### config.mk
export PLATFORM = sky130hd
export DESIGN_NAME = key_debounce
export DESIGN_NICKNAME = d
export VERILOG_FILES = /design/src/rtl/key_debounce.sv
export SDC_FILE = /design/constraint.sdc
export NUM_CORES = 1
export LEC_CHECK = 0
export CORE_UTILIZATION = 40
export CTS_BUF_LIST = sky130_fd_sc_hd__clkbuf_16
export CTS_CLUSTER_DIAMETER = 150
export DETAILED_ROUTE_END_ITERATION = 10
export GPL_TIMING_DRIVEN = 0
export PLACE_DENSITY = 0.58
export SYNTH_ARGS = -nofsm -noshare
export SYNTH_HDL_FRONTEND = slang
export SYNTH_SLANG_ARGS = --single-unit
### constraint.sdc
create_clock -name clk -period 5.7 [get_ports clk]
set_input_delay 1.14 -clock clk [delete_from_list [all_inputs] [get_ports clk]]
set_output_delay 1.14 -clock clk [all_outputs]
set_load 0.01 [all_outputs]
### src/rtl/key_debounce.sv
// Multi-channel key conditioner: two-flop synchroniser, per-channel stability
// counter, debounced level outputs and registered one-cycle rise/fall strobes.
module key_debounce #(
  parameter int           N       = 2,
  parameter int           CNT_MAX = 240000,
  parameter logic [N-1:0] RST_VAL = '0
) (
  input  logic         clk,
  input  logic         rst,
  input  logic [N-1:0] key_in,
  output logic [N-1:0] key_out,
  output logic [N-1:0] key_rise,
  output logic [N-1:0] key_fall
);

  localparam int          CW       = $clog2(CNT_MAX);
  localparam logic [CW-1:0] CNT_LAST = CW'(CNT_MAX - 1);

  logic [N-1:0]  r_sync1;
  logic [N-1:0]  r_sync2;
  logic [N-1:0]  r_key;
  logic [N-1:0]  r_rise;
  logic [N-1:0]  r_fall;
  logic [CW-1:0] r_cnt [N];

  // NOTE: every register here is sequential state, so it is written with <=;
  // a blocking = would let later statements see the new value in the same edge.
  always_ff @(posedge clk) begin
    if (rst) begin
      r_sync1 <= RST_VAL;
      r_sync2 <= RST_VAL;
      r_key   <= RST_VAL;
      r_rise  <= '0;
      r_fall  <= '0;
      // NOTE: the counter array is small per-channel state, not a RAM, so it is
      // cleared in the loop; reset mid-count must discard all progress.
      for (int i = 0; i < N; i++) r_cnt[i] <= '0;
    end else begin
      r_sync1 <= key_in;
      r_sync2 <= r_sync1;
      for (int i = 0; i < N; i++) begin
        r_rise[i] <= 1'b0;
        r_fall[i] <= 1'b0;
        if (r_sync2[i] == r_key[i]) begin
          r_cnt[i] <= '0;
        end else if (r_cnt[i] != CNT_LAST) begin
          r_cnt[i] <= r_cnt[i] + CW'(1);
        end else begin
          // Input held away from the debounced level for CNT_MAX cycles: accept it.
          r_key[i]  <= r_sync2[i];
          r_cnt[i]  <= '0;
          r_rise[i] <= r_sync2[i];
          r_fall[i] <= ~r_sync2[i];
        end
      end
    end
  end

  assign key_out  = r_key;
  assign key_rise = r_rise;
  assign key_fall = r_fall;

endmodule

# Word-level counts from Yosys, hierarchy flattened

Memory sizes are Yosys's and may differ from the RTL's.
Index checks and enable logic that the tools add are counted.
Widths: inputs -> output; s select.

Add/subtract/negate cells: 2
Equality and inequality tests: 4
Muxes and demuxes: 30
Bitwise operators: 12
Reductions and logical operators: 4

Operators by type and width:

| kind                  | count |
|---|---|
| $mux 18               | 6 |
| $add 18x1->18 const B | 2 |
| $ne 18x18->1 const B  | 2 |
| $mux 1                | 24 |
| $not 1->1             | 6 |
| $or 1x1->1            | 6 |
| $reduce_or 3->1       | 2 |
| $reduce_and 2->1      | 2 |
| $eq 1x1->1            | 2 |

Bits in registers: 10
Bits in writable memories: 36
Bits of input ports: 4
Output and inout port bits: 6
Word-level logic and storage cells: 61
Memories kept: 1

Memories:

| name  | depth | bits a word | rd ports | clocked after Yosys merged registers in | wr ports | RTL line | source |
|---|---|---|---|---|---|---|---|
| r_cnt | 2     | 18          | 2        | 0                                       | 2        | 24       | `logic [CW-1:0] r_cnt [N];` |

# Depth between registers and ports, before layout

Word-level depth: 7
Gate-level depth with buffers: 6
Mapped depth without buffers: 5

# Worst setup path before layout

OpenSTA, ideal clock, no wires.

Path kind: register -> register
From: mem r_cnt[1][12] (netlist bit)
To: mem r_cnt[1][15] (netlist bit), data pin
Setup time: 254 ps
Arrival: 1822 ps
Required time: 5446 ps
Path slack: 3624 ps
Cell stages (with the launch flop): 6
Buffers on the path: 1
Period minus slack after synthesis: 2076 ps
Path through: edfxtp_1 > or4b_1 > or4_4 > o21ai_2 > buf_6 > nor2_1

RTL lines:

| item        | RTL line |
|---|---|
| from (decl) | 24 |

==> results.json <==
{
  "worst_slew_pin_slew_ns": 0.6135,
  "clk_latency_ns": 0.28,
  "routed-via-count": 1675,
  "post_synthesis_area_per_instance_um2": 10.65,
  "placed_cells": 335,
  "worst_path_clk_slew_ns": 0.07,
  "num_antenna_cells": 0,
  "cpLargestDelayFamily": "buffers and inverters",
  "placement.setup.worst_slack_ns": 2.694,
  "element_type_at_the_critical_path_end": "flop",
  "dp_hpwl_mm": 3.007,
  "maxCapViolCount": 0,
  "critical_path_class": "in -> reg",
  "layout.core_utilization": 0.5037,
  "buffer_ports.inserted": 9,
  "ys_async_sr_fraction": 0,
  "critical_path_required_ns": 5.72,
  "initial_utilization": 0.4184,
  "wire_per_inst_um": 12.11,
  "yosysMostFrequentCell": "edfxtp_1",
  "setup_total_negative_slack_ns": 0,
  "design_power_total_mw": 0.7300,
  "drt_first_pass_iters": 4,
  "cts_inserted_buffers": 5,
  "via_per_inst": 4.883,
  "finished_layout_cell_area_um2": 2808,
  "synth_common_cells": "edfxtp_1, nor2_1, xnor2_1",
  "max-clock-path-buffers": 2,
  "yosysTopAreaCellShare": 0.4635,
  "postLayoutSetupSlackWorst_ns": 3.012,
  "ir_worst_vdd_mv": 0.1426,
  "cts_hold_buffers": 0,
  "maximum_number_of_pins_on_one_net_before_global_route_repair": 16,
  "cts_tree": "done",
  "seq_area_frac_synth": 0.5494,
  "grt_setup_unrepaired": "no",
  "grt_antenna_before_repair": 0,
  "post_cts_resize_count": 0,
  "max_clock_freq_mhz": 372.0,
  "fin_worst_skew_ns": 0.005465,
  "die_width_um": 78.36,
  "synth.area.top_cells": "edfxtp_1, dfxtp_1, xnor2_1, nor2_1, xor2_1",
  "reg2reg_depth": 5,
  "final.min_clock_period_ns": 2.688,
  "power.switching_mw": 0.1538,
  "num_rows": 27,
  "hold_viol": 0,
  "max-slew-margin-rel": 0.5882,
  "regToRegEndpoint": "r_cnt[0][12]",
  "drt_first_iter_violations": 68,
  "report.final.setup_viol": 0,
  "p_seq_frac": 0.531,
  "hp-start": "r_sync1[1]",
  "setup.reg_to_reg.worst_slack_ns": 3.37,
  "clock_power_share": 0.429,
  "number_of_setup_buffers_added_after_cts": 0,
  "num-nets-final": 276,
  "hold-worst-slack_ns": 0.4343,
  "route.antenna.remaining_nets": 0,
  "place.gp.congestion": 0.7835,
  "critical_path.max_stage_delay_ns": 0.58,
  "number_of_standard_cells_in_the_layout_taps_in_and_fillers_out": 343,
  "cp_max_fo": 10,
  "cp_cell_sequence": "clkdlybuf4s50_1 -> a21oi_1 -> o21ai_1 -> clkbuf_1 -> nor2_1",
  "synth-edff-count": 36,
  "clock_sinks": 46,
  "combinationalPowerShare": 0.039,
  "grt_pass1_vias": 1615,
  "placeableCoreArea_um2": 5574,
  "postSynth.topFlopCell": "edfxtp_1",
  "placedInstanceArea_um2": 2644,
  "yosys.cell_types.count": 37,
  "fraction_of_layout_cells_with_a_size_suffix_above_1": 0.06273,
  "drc_errors": 0,
  "final_max_slew_viol_count": 0,
  "floorplan.io_pins": 10,
  "hold_depth": 1,
  "global_route_wire_length_before_repair_mm": 7.196,
  "synth.ff_latch_count": 46,
  "netSwitchingFraction": 0.2106,
  "clock_tree.htree_level_count": 2,
  "critPathArrivalTime_ns": 2.71,
  "internal_power_mw": 0.5762,
  "endpoint_with_the_worst_hold_slack": "r_sync2[1]",
  "die_height_um": 78.36,
  "yosysWarnings": 0,
  "syn_area_um2": 2332,
  "outcome": "finished, final reports clean",
  "power_density_nw_per_um2": 260.0,
  "syn-instance-count": 219,
  "detail_route.wirelength_mm": 4.154,
  "path_buf_inv": 2,
  "global_route.usage.total": 0.1518,
  "synth.largest_area_cell": "edfxtp_1",
  "grt_remaining_overflow": 0,
  "critical_path.startpoint_type": "input pin",
  "cp_slowest_cell": "clkdlybuf4s50_1",
  "worst_hold_class": "reg -> reg",
  "critical_path.reg2reg.startpoint": "r_cnt[0][14]",
  "total_leakage_power_nw": 0.9273,
  "cts_root_buf": "clkbuf_16",
  "design.die.area_um2": 6140,
  "areaGrowthSynthToFinish_pct": 20.39,
  "finalCritPeriodShare": 0.4716
}
logic make-up after synthesis:
group,Yosys count,synth area share
buffers and inverters,9,0.01770
adders and majority gates,2,0.01073
other,1,0.001608
xor gates and xnor gates,26,0.09764
DFF,46,0.5494
and+or+nand+nor,115,0.2704
AOI/OAI and AO/OA,20,0.05258
layer usage:
metal,global-route usage,share of wire
met5,0,0
met4,0.07778,0.013
met3,0.03140,0.017
met2,0.2658,0.50
met1,0.1743,0.47
state kept, by name, summed over array words and instances (netlist names):
signal / flops
key_out: 2
key_fall: 2
key_rise: 2
r_cnt: 36
r_sync1: 2
r_sync2: 2
power groups by stage:
stage	Clock [mW]	Combinational (mW)	Sequential (mW)
6_report	0.313	0.0287	0.388
5_1_grt	0.331	0.0329	0.390
4_1_cts	0.323	0.0282	0.388
3_5_place_dp	0	0.0280	0.395
3_3_place_gp	0	0.0279	0.395
2_1_floorplan	0	0.0220	0.391
final cells by class:
cell class              count  area, um^2
well taps                  72       90.09
flip-flops and latches     46        1281
clock buffers               6       150.1
multi-input cells         199        1141
fillers                   532        2766
clock inverters             2       13.76
repair buffers              9       90.09
inverters                   6       22.52
plain buffers               3       18.77
cell usage in the layout (no fill, tap or decap), types with 3 or more instances in the layout:
master and n:
a21oi_1 8, o31ai_1 3, and3_1 4, dfxtp_1 10, nor2_1 35, nor2b_1 6, clkbuf_16 6, nand4_1 10
nor3_1 10, nor4_1 7, or4_1 4, nand3_1 11, conb_1 36, inv_1 6, o21ai_0 4, clkdlybuf4s50_1 9
xor2_1 8, xnor2_1 18, nand2b_1 5, nand2_1 10, edfxtp_1 36
how the worst max path moves through the flow:
| stage | end | start | depth (start not counted) |
|---|---|---|---|
| CTS | r_cnt[0][12] | rst | 5 |
| global route | r_cnt[0][13] | rst | 5 |
| floorplan | r_cnt[1][15] | r_cnt[1][12] | 5 |
| global placement | r_cnt[0][10] | rst | 5 |
| finish | r_cnt[0][12] | rst | 5 |
| detailed placement | r_cnt[0][12] | rst | 5 |
worst reg2reg max path, delay by kind of cell (launching register included):
kind | cells | cell delay, ns
AND/OR/NAND/NOR | 3 | 0.60
AO/OA/AOI/OAI | 1 | 0.53
buffers and inverters | 1 | 0.45
flip-flops | 1 | 0.48
No activity file was read; power rests on OpenSTA's default activity.
